**src/rtl/ring_burst_writer.sv**
```systemverilog
// Drains an upstream FIFO into write bursts that walk a byte-addressed ring buffer.
// Optional partial flush of a stalled FIFO after an idle timeout: define RING_FLUSH_TIMEOUT_EN.
//   state | meaning
//   IDLE  | waiting for a full burst (or a flush timeout) in the FIFO
//   CMD   | burst command presented, waiting for i_cmd_ready
//   DATA  | streaming beats straight from the FIFO head
module ring_burst_writer #(
    parameter int            BW        = 32,
    parameter int            LGFLEN    = 4,
    parameter int            BURST_LEN = 8,
    parameter int            AW        = 32,
    parameter logic [AW-1:0] RING_BASE = '0,
    parameter int            RING_SIZE = 4096,
    parameter int            TIMEOUT   = 64
) (
    input  logic            i_clk,
    input  logic            i_reset_n,
    input  logic [BW-1:0]   i_fifo_data,
    input  logic            i_fifo_empty,
    input  logic [LGFLEN:0] i_fifo_fill,
    output logic            o_fifo_rd,
    output logic            o_cmd_valid,
    input  logic            i_cmd_ready,
    output logic [AW-1:0]   o_cmd_addr,
    output logic [7:0]      o_cmd_len,
    output logic            o_wdata_valid,
    input  logic            i_wdata_ready,
    output logic [BW-1:0]   o_wdata,
    output logic            o_wdata_last,
    output logic [AW-1:0]   o_wr_offset,
    output logic            o_busy
);
    localparam int          BSHIFT  = $clog2(BW / 8);
    localparam int          OFF_W   = $clog2(RING_SIZE);
    localparam logic [31:0] BURST_W = 32'(BURST_LEN);
    localparam logic [31:0] RING_W  = 32'(RING_SIZE);

    typedef enum logic [1:0] {IDLE, CMD, DATA} state_t;
    state_t state, state_nxt;

    logic [OFF_W-1:0] offset;
    logic [7:0]       len_m1;
    logic [7:0]       beat_rem;
    logic [31:0]      fill_w;
    logic [31:0]      rem_words;
    logic [31:0]      burst_words;
    logic             full_go;
    logic             flush_go;
    logic             beat_acc;
    logic             last_acc;

    assign fill_w    = 32'(i_fifo_fill);
    assign rem_words = (RING_W - 32'(offset)) >> BSHIFT;
    assign full_go   = fill_w >= BURST_W;

    // Bursts are clipped at the ring end so none ever straddles the wrap.
    always_comb begin
        burst_words = full_go ? BURST_W : fill_w;
        if (rem_words < burst_words)
            burst_words = rem_words;
    end

`ifdef RING_FLUSH_TIMEOUT_EN
    localparam int TW = $clog2(TIMEOUT + 1);
    logic [TW-1:0] idle_timer;
    logic          idle_qual;

    assign idle_qual = (state == IDLE) && !i_fifo_empty && !full_go;
    assign flush_go  = idle_qual && (idle_timer == TW'(TIMEOUT - 1));

    always_ff @(posedge i_clk or negedge i_reset_n) begin
        if (!i_reset_n)
            idle_timer <= '0;
        else if (idle_qual && !flush_go)
            idle_timer <= idle_timer + 1'b1;
        else
            idle_timer <= '0;
    end
`else
    assign flush_go = 1'b0;
`endif

    assign beat_acc = o_wdata_valid && i_wdata_ready;
    assign last_acc = beat_acc && (beat_rem == 8'd0);

    always_ff @(posedge i_clk or negedge i_reset_n) begin
        if (!i_reset_n)
            state <= IDLE;
        else
            state <= state_nxt;
    end

    always_comb begin
        state_nxt = state;
        case (state)
            IDLE:    if (full_go || flush_go) state_nxt = CMD;
            CMD:     if (i_cmd_ready) state_nxt = DATA;
            DATA:    if (last_acc) state_nxt = IDLE;
            default: state_nxt = IDLE;
        endcase
    end

    always_ff @(posedge i_clk or negedge i_reset_n) begin
        if (!i_reset_n) begin
            offset   <= '0;
            len_m1   <= '0;
            beat_rem <= '0;
        end else begin
            if ((state == IDLE) && (full_go || flush_go))
                len_m1 <= 8'(burst_words - 32'd1);
            if ((state == CMD) && i_cmd_ready)
                beat_rem <= len_m1;
            else if (beat_acc && (beat_rem != 8'd0))
                beat_rem <= beat_rem - 8'd1;
            if (last_acc)
                offset <= offset + OFF_W'((32'(len_m1) + 32'd1) << BSHIFT);
        end
    end

    // Valid is held off on an empty FIFO so a pop can never underflow it.
    assign o_cmd_valid   = (state == CMD);
    assign o_cmd_addr    = RING_BASE + AW'(offset);
    assign o_cmd_len     = len_m1;
    assign o_wdata_valid = (state == DATA) && !i_fifo_empty;
    assign o_wdata       = i_fifo_data;
    assign o_wdata_last  = o_wdata_valid && (beat_rem == 8'd0);
    assign o_fifo_rd     = beat_acc;
    assign o_wr_offset   = AW'(offset);
    assign o_busy        = (state != IDLE);

endmodule

```
**config.mk**
```make
export PLATFORM = sky130hd
export DESIGN_NAME = ring_burst_writer
export DESIGN_NICKNAME = d
export VERILOG_FILES = /design/src/rtl/ring_burst_writer.sv
export SDC_FILE = /design/constraint.sdc
export NUM_CORES = 1
export LEC_CHECK = 0
export ABC_AREA = 1
export CORE_MARGIN = 2
export CORE_UTILIZATION = 43
export CTS_BUF_LIST = sky130_fd_sc_hd__clkbuf_8 sky130_fd_sc_hd__clkbuf_16
export DETAILED_ROUTE_END_ITERATION = 10
export PLACE_DENSITY = 0.86
export REMOVE_ABC_BUFFERS = 1
export SLEW_MARGIN = 0
export SYNTH_ARGS = -nofsm -noshare
export SYNTH_HDL_FRONTEND = slang
export SYNTH_SLANG_ARGS = --single-unit
```
**constraint.sdc**
```tcl
create_clock -name i_clk -period 5.92 [get_ports i_clk]
set_input_delay 0.592 -clock i_clk [delete_from_list [all_inputs] [get_ports i_clk]]
set_output_delay 0.592 -clock i_clk [all_outputs]
set_load 0.03 [all_outputs]
```
==> reports/metrics.yaml, run 1 <==
outcome: "complete, no violations"
h-tree-depth: 1
worst_pin_slew_ns: 0.7025
antenna_found_initial: 0
leakage_nw: 1.360
port_buffers: 42
core_mm2: 0.006241
cts_setup_buffers: 0
final_nets: 417
synth_edf_count: 0
hold_buffers: 0
maxCapViolations: 0
p_per_area_mw_per_mm2: 599.6
grt_pass1_vias: 1964
drv_slew: 0
drc: 0
ys.flop_type: "dfrtp_1"
place_area_mm2: 0.002769
overflow: 0
tns_ns: 0
grt_max_degree: 29
cp_slowest_stage_delay_ns: 0.70
crit_path_max_fanout: 5
post-route-cell-area_mm2: 0.002840
dpl.hpwl_um: 5436
setup_viol: 0
crit_slowest_cell: "clkdlybuf4s50_1"
hold_violations: 0
crit_type: "flip-flop to output port"
vias_per_cell: 5.014
ys_warn_count: 0
drtIter0Drc: 156
syn_to_final_growth_pct: 3.558
wirelength_um: 6717
routabilityCongestion: 0.8465
ys_ff_latch: 28
num_vias: 2171
rsz0062_at_grt: "false"
cts.sinks: 28
drtPass1Iterations: 4
cts-buffers-inserted: 3
fin_crit_ns: 2.902
die_x_um: 83.87
yosysSeqAreaShare_pct: 25.55
pin_count: 151
synthesis.area_mm2: 0.002743
cp_cell_sequence: "inv_1 -> ha_1 -> nand3_1 -> nor2_1 -> nand2_1 -> nor2_1 -> clkdlybuf4s50_1"
routedWlPerCell_um: 15.51
cts_tree: "done"
fmax_mhz: 344.6
synth.avg_cell_area_um2: 7.726
die_area_mm2: 0.007033
crit_top_cell: "nor2_1"
synthDistinctLibCells: 38
async_flop_share_pct: 100.0
root_buffer: "clkbuf_8"
grt_use_total_pct: 18.91
antenna_left: 0
final.setup_skew_ns: 0.004296
cts_buffer_depth: 2
n_antenna_cell: 0
arrival_ns: 2.31
cts.clk_slew.worst_paths_ns: 0.10
start_kind: "flip-flop"
drive_above_1_share_pct: 7.303
cp-end-kind: "output port"
worstPathRequired_ns: 5.33
initial_utilization_pct: 43.95
hp-class: "flip-flop to flip-flop"
relSlewSlack_pct: 52.99
die_h_um: 83.87
period_share_pct: 49.01
insertion_delay_ns: 0.28
num_rows: 29
grt_pass1_wl_um: 10270
cts_resized: 0
syn_inst: 355
peakVddDrop_mv: 0.3602
[worst max-delay path: cells and delay by family (launching register included)]
kind / cells / cell delay, ns
AND/OR/NAND/NOR: 4 / 0.60
buffers and inverters: 2 / 0.77
adder cells (fa/ha/maj): 1 / 0.22
flip-flops: 1 / 0.43
[state kept, by name, summed over array words and instances, names as in the netlist]
signal	flops
offset	10
beat_rem	8
o_cmd_len	8
state	2
[routing by layer]
metal	global-route usage, %	part of all wire (%)
met4	5.132	1.1
met2	27.85	44
met1	22.89	40
met3	11.67	15
met5	3.788	0
[path summary, 6_finish.rpt]
path | startpoint | end | slack [ns] | cells past startpoint
min in group asynchronous | i_reset_n | offset[4] | 0.68 | 2
worst min-delay path | beat_rem[1] | beat_rem[1] | 0.54 | 2
worst max-delay path | beat_rem[0] | o_wdata_last | 3.02 | 7
worst min register to register | beat_rem[1] | beat_rem[1] | 0.54 | 2
worst max register to register | offset[2] | o_cmd_len[6] | 3.17 | 15
max in group asynchronous | i_reset_n | o_cmd_len[7] | 4.97 | 2
[per-stage QoR]
step / hold slack (ns) / power (mW) / cells / worst slack (ns) / util, %
floorplan: 0.2964 / 1.182 / 309 / 3.112 / -
global placement: 0.5051 / 1.502 / 429 / 3.129 / 44.37
detailed placement: 0.5083 / 1.544 / 429 / 3.052 / 44.37
CTS: 0.5354 / 1.704 / 433 / 3.020 / 45.51
global route: 0.5635 / 1.842 / 433 / 2.821 / 45.51
finish: 0.5376 / 1.703 / 433 / 3.018 / 45.51
[kinds of logic (layout without fill, tap and decap cells)]
group / count (synthesis) / after routing / share of synthesized area, %
AND/OR/NAND/NOR: 111 / 111 / 19.07
flip-flops: 28 / 28 / 25.55
XOR/XNOR: 19 / 19 / 6.068
adder cells (fa/ha/maj): 18 / 18 / 8.485
AO/OA/AOI/OAI: 48 / 48 / 11.04
buffers and inverters: 129 / 87 / 29.52
other: 2 / 45 / 0.2738
[cells in the final DEF (no fill, tap or decap), drive strengths merged, types with 17 or more instances in the layout]
master	netlist	routed
dfrtp	28	28
inv	39	39
nand2	56	56
conb	2	45
clkdlybuf4s50	0	42
nor2	19	19
o21ai	17	17
nand3	22	22
ha	17	17
[layout make-up]
class	count	area, µm²
well taps	77	96.34
fillers	606	3401
inverters	40	150.1
repair buffers	43	427.9
flip-flops and latches	28	700.7
clock buffers	3	41.29
multi-input cells	241	1394
clock inverters	1	30.03
[where the power goes]
group,switching (mW),leakage [nW],internal [mW]
logic,0.712,0.972,0.444
registers,0.120,0.352,0.274
clock network,0.0620,0.0357,0.0906
[synthesized netlist by cell type, types with 3 or more instances]
cell,count,share of area (%)
o311ai_0,3,0.96
o21ai_0,9,1.6
nand2_2,7,1.6
o21ai_1,8,1.5
nor2_1,15,2.1
nand3_1,22,4.0
xor2_1,13,4.2
nand2_1,48,6.6
a21oi_1,12,2.2
o211ai_1,4,1.1
xnor2_1,6,1.9
nand4_1,3,0.68
inv_2,7,0.96
buf_4,86,24
nor3_1,5,0.91
ha_1,17,7.8
inv_1,32,4.4
dfrtp_1,28,26
o221ai_1,3,0.96
Power figures use the tool's default switching activity.
==> inputs of run 2 (changes only) <==
--- a/config.mk
+++ b/config.mk
@@ -7,10 +7,10 @@
 export LEC_CHECK = 0
 export ABC_AREA = 1
 export CORE_MARGIN = 2
-export CORE_UTILIZATION = 43
+export CORE_UTILIZATION = 36
 export CTS_BUF_LIST = sky130_fd_sc_hd__clkbuf_8 sky130_fd_sc_hd__clkbuf_16
 export DETAILED_ROUTE_END_ITERATION = 10
-export PLACE_DENSITY = 0.86
+export PLACE_DENSITY = 0.76
 export REMOVE_ABC_BUFFERS = 1
 export SLEW_MARGIN = 0
 export SYNTH_ARGS = -nofsm -noshare
==> constraint.sdc (replaced) <==
create_clock -name i_clk -period 2.6 [get_ports i_clk]
set_input_delay 0.26 -clock i_clk [delete_from_list [all_inputs] [get_ports i_clk]]
set_output_delay 0.26 -clock i_clk [all_outputs]
set_load 0.03 [all_outputs]
==> run 2 against run 1 <==
  * Design area grew 5.6%
  * Critical path depth grew 9
  * Sequential share of layout area shrank 1.3 points
  * Global-route usage shrank 2.7 points
  * First-iteration DRC count grew 0.64%
  * Combinational power grew 140%
  * Die area grew 18%
  * Register-to-register slack lost 3.0 ns
==> reports/metrics.yaml, run 2 (synthesized netlist as in run 1, its figures left out) <==
die_h_um: 91.29  # +8.8%
topRoutingLayerUsed: "met5"
period_share_pct: 93.76
die_area_mm2: 0.008333  # +18%
cts_tree: "done"
overflow: 0  # unchanged
maxCapViolations: 0  # unchanged
antenna_found_initial: 0  # unchanged
insertion_delay_ns: 0.28  # about the same
setup_viol: 0  # unchanged
dpl.hpwl_um: 5435  # about the same
tns_ns: 0  # unchanged
n_antenna_cell: 0  # unchanged
antenna_left: 0  # unchanged
drive_above_1_share_pct: 12.95  # +5.6 points
wl_met2_um: 2877  # -2.5%
port_buffers: 42  # unchanged
place_area_mm2: 0.002834  # +2.3%
grt_max_degree: 29  # unchanged
cts.sinks: 28  # unchanged
peakVddDrop_mv: 0.6342  # +76%
hp-class: "input pin to async pin"
largest_reg_flops: 10  # unchanged
placed_cells: 456  # +6.3%
layout_commonest_cell: "nand2_1"
grt_pass1_wl_um: 10610  # +3.3%
cts.clk_slew.worst_paths_ns: 0.10  # about the same
syn_to_final_growth_pct: 9.398
ff_latch_area_um2: 700.7  # unchanged
pin_count: 151  # unchanged
num_rows: 31  # +6.9%
wirelength_um: 6866  # +2.2%
post-route-cell-area_mm2: 0.003000  # +5.6%
final_nets: 424  # +1.7%
routabilityCongestion: 0.8832  # +4.3%
drv_slew: 0  # unchanged
outcome: "complete, no violations"
drtIter0Drc: 157  # +0.64%
final.setup_skew_ns: 0.002874  # -0.001422 ns
cts_buffer_depth: 2  # unchanged
place_ws_ns: -0.07495  # -3.127 ns
nFillCells: 714  # +18%
grt_use_total_pct: 16.22  # -2.7 points
initial_utilization_pct: 37.41  # -6.5 points
num_vias: 2178  # +0.32%
route.met3.wl_um: 821  # -16%
cts-buffers-inserted: 3  # unchanged
layout_common_cells: "46 x nand2_1, 45 x conb_1, 41 x clkdlybuf4s50_1"
instances_no_fill: 462  # +6.7%
cp-end-kind: "flip-flop"
root_buffer: "clkbuf_8"
worst_pin_slew_ns: 0.7011  # -0.001406 ns
hold_buffers: 0  # unchanged
vias_per_cell: 4.714  # -6.0%
hold_violations: 0  # unchanged
fmax_mhz: 410.2
crit_type: "flip-flop to flip-flop"
core_mm2: 0.007331  # +17%
arrival_ns: 2.59  # +0.28 ns
fin_crit_ns: 2.438
grt_pass1_vias: 2036  # +3.7%
wl_met1_um: 3065  # +13%
multiInputGateArea_mm2: 0.001471  # +5.6%
start_kind: "flip-flop"
drc: 0  # unchanged
drtPass1Iterations: 4  # unchanged
crit_path_max_fanout: 6  # +1
post-route-util_pct: 40.93  # -4.6 points
routedWlPerCell_um: 14.86  # -4.2%
leakage_nw: 1.418  # +4.3%
relSlewSlack_pct: 53.08  # +0.094 points
die_x_um: 91.29  # +8.8%
setup_ws_ns: 0.1622  # -2.856 ns
top_register: "offset"
h-tree-depth: 1  # unchanged
p_per_area_mw_per_mm2: 1339  # +120%
worstPathRequired_ns: 2.75  # -2.58 ns
## run 2: worst paths after layout
kind	startpoint	endpoint	slack, ns	cells past startpoint
max in group asynchronous	i_reset_n	beat_rem[2]	1.98	2
max reg2reg	offset[3]	o_cmd_len[6]	0.16	16
min reg2reg	offset[11]	offset[11]	0.53	1
max	offset[3]	o_cmd_len[6]	0.16	16
min	i_reset_n	offset[7]	0.35	2
min in group i_clk	i_fifo_data[10]	o_wdata[10]	0.52	0
## run 2: layer usage
layer,global-route usage (%),vias to the layer above
met5,7.692,-
met1,21.69,1008
met3,8.299,8
li1,-,1043
met4,4.040,2
met2,22.35,117
## run 2: repair_timing
item | CTS | global route
setup endpoints to repair | 3 | 8
pin swaps | 0 | 5
setup buffers | 1 | 1
resized for setup | 3 | 15
## run 2: through the flow
stage / hold WS, ns / power, mW
finish: 0.3473 / 4.016
global route: 0.3821 / 4.344
CTS: 0.3562 / 3.948
detailed placement: 0.5202 / 3.556
global placement: 0.5095 / 3.505
floorplan: -0.03559 / 2.692
## run 2: worst max-delay path: stages (launching register included)
cell and delay (ns):
dfrtp_1 0.40, inv_2 0.10, ha_4 0.15, nand3_2 0.09, xor2_2 0.16, ha_2 0.20
nor2_2 0.09, nand3_2 0.11, a21oi_4 0.26, nand2_4 0.10, nand2_1 0.08, nand2_2 0.08
ha_4 0.17, nand2_2 0.08, nor2_1 0.05, nand2_1 0.10, o21ai_1 0.08
## run 2: cell type report
type,instances,area share [%]
clock buffer,3,1.376
multi-input combinational,241,49.04
tap,99,4.128
inverter,40,5.004
clock inverter,1,1.001
sequential,28,23.35
timing repair buffer,50,16.10
## run 2: where the power goes
group	internal, mW	total (mW)	switching, mW
sequential	0.625	0.854	0.229
combinational	1.10	2.81	1.71
clock	0.206	0.352	0.146
total	1.93	4.02	2.08
==> inputs of run 3 (changes only) <==
--- a/config.mk
+++ b/config.mk
@@ -6,11 +6,13 @@
 export NUM_CORES = 1
 export LEC_CHECK = 0
 export ABC_AREA = 1
-export CORE_MARGIN = 2
-export CORE_UTILIZATION = 36
+export CELL_PAD_IN_SITES_DETAIL_PLACEMENT = 1
+export CELL_PAD_IN_SITES_GLOBAL_PLACEMENT = 2
+export CORE_MARGIN = 1
+export CORE_UTILIZATION = 18
 export CTS_BUF_LIST = sky130_fd_sc_hd__clkbuf_8 sky130_fd_sc_hd__clkbuf_16
 export DETAILED_ROUTE_END_ITERATION = 10
-export PLACE_DENSITY = 0.76
+export PLACE_DENSITY = 0.74
 export REMOVE_ABC_BUFFERS = 1
 export SLEW_MARGIN = 0
 export SYNTH_ARGS = -nofsm -noshare
==> run 3 against run 2 <==
  * The flow now finishes with violations (DRC)
  * Power grew 12%
  * Sequential share of layout area shrank 2.2 points
  * Worst setup slack lost 0.0098 ns
  * Clock skew grew 0.0020 ns
  * Critical path depth shrank 9
  * Die area grew 89%
  * Register-to-register slack is essentially flat
  * Hold slack gained 0.015 ns
  * Sequential power grew 2%
  * Sequential cell count is the same
  * Design area grew 10%
  * Utilization shrank 18 points
==> reports/metrics.yaml, run 3 (synthesized netlist as in run 1, its figures left out) <==
num_rows: 44  # +42%
wirelength_um: 8364  # +22%
cp-end-kind: "output port"
dpl.hpwl_um: 6673  # +23%
hp-class: "input pin to async pin"
routabilityCongestion: 0.7355  # -17%
grt_max_degree: 29  # unchanged
fmax_mhz: 408.6  # -0.40%
start_kind: "flip-flop"
routedWlPerCell_um: 14.91  # +0.32%
grt_use_total_pct: 10.47  # -5.7 points
outcome: "finished, violations left"
final_nets: 438  # +3.3%
cp_slowest_stage_delay_ns: 0.44  # +0.04 ns
hold_violations: 0  # unchanged
setup_viol: 0  # unchanged
antenna_left: 0  # unchanged
num_vias: 2230  # +2.4%
hold_buffers: 0  # unchanged
overflow: 0  # unchanged
setup_ws_ns: 0.1524  # -0.009795 ns
relSlewSlack_pct: 54.92  # +1.8 points
instances_no_fill: 561  # +21%
syn_to_final_growth_pct: 20.62
place_ws_ns: -0.02548  # +0.04948 ns
worstPathRequired_ns: 2.34  # -0.41 ns
core_mm2: 0.01470  # +100%
fin_crit_ns: 2.448  # +0.009795 ns
layout_common_cells: "45 x nand2_1, 45 x conb_1, 41 x clkdlybuf4s50_1"
startpoint: "beat_rem[0]"
cts.clk_slew.worst_paths_ns: 0.08  # -0.02 ns
drtIter0Drc: 88  # -44%
drive_above_1_share_pct: 17.77  # +4.8 points
vias_per_cell: 3.975  # -16%
initial_utilization_pct: 18.66  # -19 points
rsz0062_at_grt: "true"
drc: 1  # +1
peakVddDrop_mv: 0.3914  # -38%
grt_pass1_vias: 2329  # +14%
insertion_delay_ns: 0.27  # about the same
crit_path_max_fanout: 5  # -1
crit_slowest_cell: "dlygate4sd2_1"
cts.sinks: 28  # unchanged
die_area_mm2: 0.01573  # +89%
total_power_mw: 4.487  # +12%
die_h_um: 125.4  # +37%
worst_pin_slew_ns: 0.6738  # -0.02735 ns
pin_count: 151  # unchanged
cts_tree: "done"
die_x_um: 125.4  # +37%
crit_top_cell: "nor2_1"
port_buffers: 42  # unchanged
grt_pass1_wl_um: 12800  # +21%
top_register: "offset"
leakage_nw: 1.505  # +6.1%
arrival_ns: 2.19  # -0.40 ns
n_antenna_cell: 0  # unchanged
tns_ns: 0  # unchanged
rr_worst_depth: 14  # -2
period_share_pct: 94.14  # +0.38 points
cts_buffer_depth: 2  # unchanged
final.setup_skew_ns: 0.004889  # +0.002015 ns
crit_type: "flip-flop to output port"
drv_slew: 0  # unchanged
p_per_area_mw_per_mm2: 1356  # +1.3%
antenna_found_initial: 0  # unchanged
cp_cell_sequence: "inv_1 -> ha_1 -> nand3_1 -> nor2_1 -> nand2_1 -> nor2_1 -> dlygate4sd2_1"
cts-buffers-inserted: 3  # unchanged
violations: "DRC"
maxCapViolations: 0  # unchanged
placed_cells: 550  # +21%
largest_reg_flops: 10  # unchanged
r2r_start: "offset[3]"
root_buffer: "clkbuf_16"
drtPass1Iterations: 9  # +5
h-tree-depth: 1  # unchanged
==> run 3: cell count changes in the layout (fill, tap and decap cells not counted), sizes merged <==
cell | before | now
buf | 8 | 22
dlygate4sd2 | 0 | 1
dlymetal6s2s | 1 | 0
==> run 3: worst paths after layout <==
check	end	slack, ns
max	o_wdata_last	0.15
min	offset[6]	0.36
max reg2reg	o_cmd_len[2]	0.16
min reg2reg	beat_rem[1]	0.54
max in group asynchronous	o_cmd_len[7]	1.95
min in group i_clk	o_wdata[28]	0.52
==> run 3: layout make-up <==
type | instances | area, µm²
inverter | 40 | 150.1
timing repair buffer | 64 | 584.3
clock inverter | 1 | 30.03
clock buffer | 3 | 75.07
multi-input combinational | 241 | 1538
fill | 1737 | 11390
tap | 184 | 230.2
sequential | 28 | 700.7
==> run 3: repair_timing <==
| item | CTS | global route |
|---|---|---|
| gates resized for setup | 3 | 27 |
| gates cloned | 0 | 0 |
| setup buffers | 2 | 5 |
| pin swaps | 0 | 10 |
| endpoints found under the setup margin | 4 | 9 |
==> run 3: stage by stage <==
step           instance area [µm²]  util (%)  hold slack, ns
5_1_grt                       3308     22.51          0.4112
6_report                      3308     22.51          0.3620
3_5_place_dp                  3008     20.46          0.5193
2_1_floorplan                 2245         -        -0.03559
3_3_place_gp                  3008     20.46          0.5058
4_1_cts                       3134     21.32          0.3960
==> run 3: power breakdown <==
group          leakage, nW  internal, mW  switching, mW  total [mW]
combinational         1.10          1.27           1.87        3.15
sequential           0.352         0.626          0.244       0.870
clock               0.0511         0.307          0.164       0.471
total                 1.50          2.20           2.28        4.49
==> run 3: layer usage <==
layer | track usage, % | wire length (µm) | up-vias
met5 | 1.548 | 0 | -
met4 | 3.730 | 180 | 0
met3 | 4.407 | 703 | 8
met2 | 16.44 | 3797 | 94
met1 | 12.62 | 3683 | 1062
li1 | - | - | 1066
==> run 3: worst max-delay path, delay by kind of cell, from the launching register on <==
kind | cells | cell delay (ns)
buffers and inverters | 2 | 0.51
DFF | 1 | 0.41
and+or+nand+nor | 4 | 0.80
adders and majority gates | 1 | 0.20
